[src/rtl/vec_mem_seq.sv]
// ============================================================================
//  Module      : vec_mem_seq
//  Description : Vector memory sequencer. Expands one vector load/store into
//                one 32-bit memory request per lane, stalls the F/D/E
//                pipeline while it runs, assembles load data per lane and
//                pulses done when finished.
//  Option      : define VSEQ_MASK_SKIP_EN to skip lanes whose mask bit is 0
//                (no request issued, load lane reads 0). When it is not
//                defined, the mask is ignored and every lane is accessed.
//  Revision    : 1.0 - initial release
// ============================================================================
`default_nettype none

module vec_mem_seq #(
    parameter int LANES = 16
) (
    input  logic                    CLK,
    input  logic                    RST,
    input  logic                    start_i,
    input  logic                    is_store_i,
    input  logic [31:0]             base_addr_i,
    input  logic [LANES-1:0][31:0]  wdata_i,
    input  logic [LANES-1:0]        lane_mask_i,
    output logic                    mem_req_o,
    output logic                    mem_we_o,
    output logic [31:0]             mem_addr_o,
    output logic [31:0]             mem_wdata_o,
    input  logic                    mem_ack_i,
    input  logic [31:0]             mem_rdata_i,
    output logic [LANES-1:0][31:0]  rdata_o,
    output logic [3:0]              lane_idx_o,
    output logic                    stall_o,
    output logic                    done_o
);

    localparam int LANE_W = (LANES > 1) ? $clog2(LANES) : 1;

    typedef enum logic [1:0] {
        IDLE = 2'd0,
        REQ  = 2'd1,
        DONE = 2'd2
    } state_t;

    state_t                   state, state_n;
    logic [LANE_W-1:0]        lane, lane_n;
    logic                     is_store_q;
    logic [31:0]              base_q;
    logic [LANES-1:0][31:0]   wdata_q;
    logic                     stall_raw;

`ifdef VSEQ_MASK_SKIP_EN
    logic [LANES-1:0]         mask_q;
    logic                     first_found, next_found;
    logic [LANE_W-1:0]        first_lane, next_lane;

    // Lowest set bit of the incoming mask, and lowest latched set bit above the current lane
    always_comb begin
        first_found = 1'b0;
        first_lane  = '0;
        next_found  = 1'b0;
        next_lane   = '0;
        for (int i = LANES - 1; i >= 0; i--) begin
            if (lane_mask_i[i]) begin
                first_found = 1'b1;
                first_lane  = LANE_W'(i);
            end
            if (mask_q[i] && (i > int'(lane))) begin
                next_found = 1'b1;
                next_lane  = LANE_W'(i);
            end
        end
    end
`else
    logic unused_mask;
    assign unused_mask = ^lane_mask_i;
`endif

    // State register
    always_ff @(posedge CLK or posedge RST) begin
        if (RST) begin
            state <= IDLE;
        end else begin
            state <= state_n;
        end
    end

    // Next-state, lane advance and per-state control outputs
    always_comb begin
        state_n   = state;
        lane_n    = lane;
        stall_raw = 1'b0;
        mem_req_o = 1'b0;
        mem_we_o  = 1'b0;
        done_o    = 1'b0;
        case (state)
            IDLE: begin
                if (start_i) begin
                    stall_raw = 1'b1;
`ifdef VSEQ_MASK_SKIP_EN
                    lane_n  = first_lane;
                    state_n = first_found ? REQ : DONE;
`else
                    lane_n  = '0;
                    state_n = REQ;
`endif
                end
            end
            REQ: begin
                stall_raw = 1'b1;
                mem_req_o = 1'b1;
                mem_we_o  = is_store_q;
                if (mem_ack_i) begin
`ifdef VSEQ_MASK_SKIP_EN
                    if (next_found) begin
                        lane_n = next_lane;
                    end else begin
                        state_n = DONE;
                    end
`else
                    if (lane == LANE_W'(LANES - 1)) begin
                        state_n = DONE;
                    end else begin
                        lane_n = lane + 1'b1;
                    end
`endif
                end
            end
            DONE: begin
                done_o  = 1'b1;
                state_n = IDLE;
            end
            default: begin
                state_n = IDLE;
            end
        endcase
    end

    // Operand latch, lane counter and load-result assembly
    always_ff @(posedge CLK or posedge RST) begin
        if (RST) begin
            lane       <= '0;
            is_store_q <= 1'b0;
            base_q     <= '0;
            wdata_q    <= '0;
            rdata_o    <= '0;
`ifdef VSEQ_MASK_SKIP_EN
            mask_q     <= '0;
`endif
        end else begin
            lane <= lane_n;
            if (state == IDLE && start_i) begin
                is_store_q <= is_store_i;
                base_q     <= base_addr_i;
                wdata_q    <= wdata_i;
`ifdef VSEQ_MASK_SKIP_EN
                mask_q     <= lane_mask_i;
`endif
                if (!is_store_i) begin
                    rdata_o <= '0;
                end
            end
            if (state == REQ && mem_ack_i && !is_store_q) begin
                rdata_o[lane] <= mem_rdata_i;
            end
        end
    end

    // Request address wraps naturally modulo 2^32
    assign mem_addr_o  = base_q + (32'(lane) << 2);
    assign mem_wdata_o = wdata_q[lane];
    assign lane_idx_o  = 4'(lane);
    // The pipeline is never frozen while reset is held
    assign stall_o     = stall_raw & ~RST;

endmodule

`default_nettype wire

[config.mk]
export PLATFORM = sky130hd
export DESIGN_NAME = vec_mem_seq
export DESIGN_NICKNAME = d
export VERILOG_FILES = /design/src/rtl/vec_mem_seq.sv
export SDC_FILE = /design/constraint.sdc
export NUM_CORES = 2
export LEC_CHECK = 0
export ABC_CLOCK_PERIOD_IN_PS = 89400
export BUFFER_PORTS_ARGS = -buffer_cell sky130_fd_sc_hd__buf_2
export CAP_MARGIN = 20
export CORE_AREA = 4 4 461 463
export DETAILED_ROUTE_END_ITERATION = 10
export DIE_AREA = 0 0 465 467
export GPL_ROUTABILITY_DRIVEN = 0
export GPL_TIMING_DRIVEN = 0
export SLEW_MARGIN = 20
export SYNTH_ARGS = -nofsm -noshare
export SYNTH_HDL_FRONTEND = slang
export SYNTH_SLANG_ARGS = --single-unit
export TNS_END_PERCENT = 30
[constraint.sdc]
create_clock -name CLK -period 89.4 [get_ports CLK]
set_clock_uncertainty 0.05 [all_clocks]
set_input_delay 4.47 -clock CLK [delete_from_list [all_inputs] [get_ports CLK]]
set_output_delay 4.47 -clock CLK [all_outputs]
set_load 0.03 [all_outputs]
======== Yosys cells after proc, flatten, opt, wreduce, memory -nomap -nowiden ========
Index checks and enable logic that the tools add are counted.
storage, ports and cells
  memories kept ........................... 0
  memory bits (writable) .................. 0
  word-level logic and storage cells ...... 79
  bits in latches ......................... 0
  output and inout bits ................... 584
  flip-flop bits (word level) ............. 1063
  bits in read-only memories .............. 0
  input bits .............................. 597
operators by class
  equal/unequal tests ..................... 7
  magnitude comparators ................... 2
  $mul .................................... 0
  reduce and logical (&&, ||, !) cells .... 9
  shift operators ......................... 0
  add/sub/neg operators ................... 2
  bitwise logic cells ..................... 2
  mux-type cells .......................... 21
  div/mod/pow operators ................... 0
operator list
  kind                   count
  $mux W512              3
  $bwmux W512            1
  $bmux W32 S4           1
  $demux W32 S4          1
  $mux W32               2
  $add A32 B6 Y32        1
  $mux W4                3
  $ne A2 B2 Y1 const B   4
  $pmux W4 S2            1
  $mux W2                3
  $lt A4 B5 Y1 const B   1
  $add A4 B1 Y4 const B  1
  $eq A4 B4 Y1 const B   1
  $ge A4 B1 Y1 const B   1
  $logic_and A1 B1 Y1    4
  $mux W1                4
  $pmux W2 S2            1
  $reduce_and A4 Y1      1
  $reduce_and A3 Y1      1
  $eq A2 B1 Y1 const B   1
  $eq A2 B2 Y1 const B   1
  $logic_not A2 Y1       1
  $pmux W1 S2            1
  $reduce_bool A2 Y1     1
  3 further kinds        3

======== Logic depth before layout (Yosys ltp) ========
  depth after elaboration ................. 6
  mapped depth ............................ 11

======== Worst setup path after synthesis ========
Ideal clock, no wire load.
  path kind ............................... input -> output
  start point ............................. input start_i
  end point ............................... output stall_o
  path slack .............................. 79.939 ns
  required time ........................... 84.880 ns
  arrival time ............................ 4.941 ns
  stages .................................. 2
  path buffers ............................ 0
  path through ............................ o21bai_1 > nor2_1
between the ends
  cells in the longest elaborated chain, start to end .. 3
RTL lines
  what                RTL line  text
  start: declaration  19        input logic start_i,
  $mux W1             97        if (start_i) begin
  $pmux W1 S2         95        case (state)
  $and A1 B1 Y1       173       assign stall_o = stall_raw & ~RST;
  end: declaration    32        output logic stall_o,
Every way passes these cells.

======== Worst setup path after layout ========
Ends and elaborated chain as after synthesis.

==> run_results.csv <==
group,metric,value,unit
synth,syn-num-nets,4418,
floorplan,die_height,467,µm
detailed_routing,vias,37000,
synth,ys_ff_latch,1063,
timing,setup_tns,0,ns
layout,layout_commonest_cell,"buf_2",
clock_tree,cts_buffer_depth,3,
timing,min_period_over_period,10.7,%
global_routing,grt_overflow,0,
setup_path,cp-endpoint,"stall_o",
synth,synthAdderAreaFrac,0.265,%
clock_tree,clkSlewWorstSetupHoldPaths,0.06,ns
synth,ys.flop_type,"dfrtp_1",
timing,max_freq,104,MHz
clock_tree,cts-resized-gates,0,
global_routing,grt_pass1_wl,298,mm
synth,synth_top_area_share,58.6,%
clock_tree,cts_tree,"yes",
synth,synth.area.top_cells,"dfrtp_1, nand2_1, mux4_2, mux2_2, mux2_1",
layout,post-route-util,28.4,%
layout,layout-drive-gt1-share,37.6,%
layout,syn2layout_area_growth,30.5,%
floorplan,pin_count,1181,
clock_tree,clock_sinks,1063,
floorplan,std_cell_rows,168,
setup_path,r2r_setup_slack,84.96,ns
timing,slew-limit-headroom,20.4,%
global_routing,first_global_vias,37900,
setup_path,rr_worst_depth,10,
synth,synthXorXnorAreaFrac,0.521,%
synth,syn_avg_cell_area,11.9,µm²
detailed_routing,antenna_left,0,
global_routing,antenna_found_initial,103,
job,drv.max_cap_violation_count,0,
clock_tree,clock_latency,0.79,ns
run_status,status,"finished, final reports clean",
clock_tree,ctsHoldBuffers,0,
power,power,2390,µW
detailed_routing,remaining_drc_errors,0,
detailed_routing,routedWlPerCell,27.1,µm
worst_hold_path,hold_path.class,"flip-flop to flip-flop",
synth,synth_compound_area_share,0.229,%
synth,synth-edff-count,0,
setup_path,worst_setup_path_startpoint,"start_i",
setup_path,startpoint_type,"input pin",
synth,yosysTopAreaCell,"dfrtp_1",
floorplan,start_util,21.7,%
placement,place_area,55000,µm²
global_routing,track_usage,19.4,%
setup_path,rr_endpoint,"rdata_o[413]",
setup_path,required,84.88,ns
global_routing,grt_max_degree,107,
synth,yosysWarnings,0,
layout,num-nets-final,5686,
setup_path,cp-end-kind,"primary output",
detailed_routing,drtIter0Drc,3098,
synth,synthCells,3812,
timing,rsz0062_at_grt,"false",
setup_path,cp_data_arrival_time,5.08,ns
timing,hold_viol_final,0,
detailed_routing,drt_pre_antenna_iters,6,
synth,synth_mux_area_share,21.5,%
clock_tree,cts-buffers-inserted,118,
floorplan,fp.dieArea,217000,µm²
detailed_routing,vias_per_cell,4.60,
synth,synthDistinctLibCells,43,
setup_path,cp_max_fo,6,
clock_tree,postCtsSetupBuffers,0,
placement,port_buffers,1132,
synth,ys_seq_area_share,58.6,%
timing,maxSlewViolCount,0,
synth,synth_top_family_by_area,"multiplexers",
clock_tree,htree_num_levels,3,
power,leakage,0.0298,µW
clock_tree,cts-root-buf,"clkbuf_16",
timing,finalSetupViolCount,0,
layout,design_area,59200,µm²
synth,yosys.area_share.simple,15.4,%
layout,final_cell_mix,"buf_2, dfrtp_1, nand2_1, nand3_1, mux2_2",
timing,finalCriticalPeriod,9.60,ns
power,powerDensity,40.4,nW/µm²
synth,async_reset_ff_share,100,%
setup_path,critPathKind,"input pin to primary output",
floorplan,core_area,209000,µm²
floorplan,die_width,465,µm
setup_path,r2r-start,"lane_idx_o[1]",
worst_hold_path,worstHoldPathCells,1,
timing,worstMarginPinSlew,1.19,ns
synth,syn-cell-area,45400,µm²
detailed_routing,wl,218,mm
power,vdd_drop_max,0.0000203,V
placement,dp_hpwl,175,mm
placement,place_inst,7765,
layout,layout.cells.non_filler,8042,
sequential cells by signal, summed over array words and instances (netlist names):
register	cells
base_q	32
lane_idx_o	4
wdata_q	512
state	2
is_store_q	1
rdata_o	512
critical path, cell delays in order:
cell      delay (ns)
buf_2           0.10
o21bai_1        0.08
nor2_1          0.10
buf_2           0.31
cells in the mapped netlist (all sizes together), types with 5 or more instances:
| cell | number |
|---|---|
| mux4 | 160 |
| xor2 | 22 |
| ha | 8 |
| clkbuf | 141 |
| nand3 | 531 |
| nor2 | 11 |
| nand2 | 1038 |
| nor4 | 6 |
| nor3 | 11 |
| inv | 11 |
| mux2 | 544 |
| buf | 198 |
| dfrtp | 1063 |
| xnor2 | 5 |
| and3 | 17 |
worst min-delay path by stage:
stage            startpoint           end  slack [ns]
3_3_place_gp   wdata_q[286]  wdata_q[286]        0.41
5_1_grt        wdata_q[116]  wdata_q[116]        0.44
4_1_cts        wdata_q[116]  wdata_q[116]        0.43
2_1_floorplan  wdata_q[462]  wdata_q[462]        0.40
6_report       wdata_q[116]  wdata_q[116]        0.43
3_5_place_dp   wdata_q[115]  wdata_q[115]        0.42
cell type report:
type,count,area (µm²)
fillers,21700,150000
flip-flops and latches,1063,26600
multi-input cells,2399,17200
repair buffers,1148,6060
well taps,2805,3510
clock buffers,173,3410
plain buffers,339,1530
clock inverters,51,671
diodes,53,133
inverters,11,48.8
kinds of logic (layout without fill, tap and decap cells):
kind of cell	after synthesis	in the layout
AO/OA/AOI/OAI	15	15
XOR/XNOR	27	27
adder cells (fa/ha/maj)	9	9
buffers and inverters	350	1722
flip-flops	1063	1063
multiplexers	706	706
other	0	53
AND/OR/NAND/NOR	1642	1642
through the flow:
stage	worst slack (ns)	hold WS (ns)
after global routing	79.45	0.442
after floorplan	54.96	0.402
after CTS	79.58	0.434
after detailed placement	79.71	0.422
final	79.80	0.430
after global placement	42.01	0.412
power breakdown:
group / internal [µW] / switching [µW]
Clock: 291 / 222
Combinational: 376 / 658
Sequential: 699 / 145
Total: 1370 / 1030
layer usage:
layer	global-route usage, %	vias to the layer above	share of wire (%)
met3	5.14	546	8.0
met5	0	-	0.21
li1	-	15700	-
met1	20.9	18700	35
met2	34.7	1968	51
met4	10.5	70	6.1
Note: power is estimated with default switching activity, not from simulation.
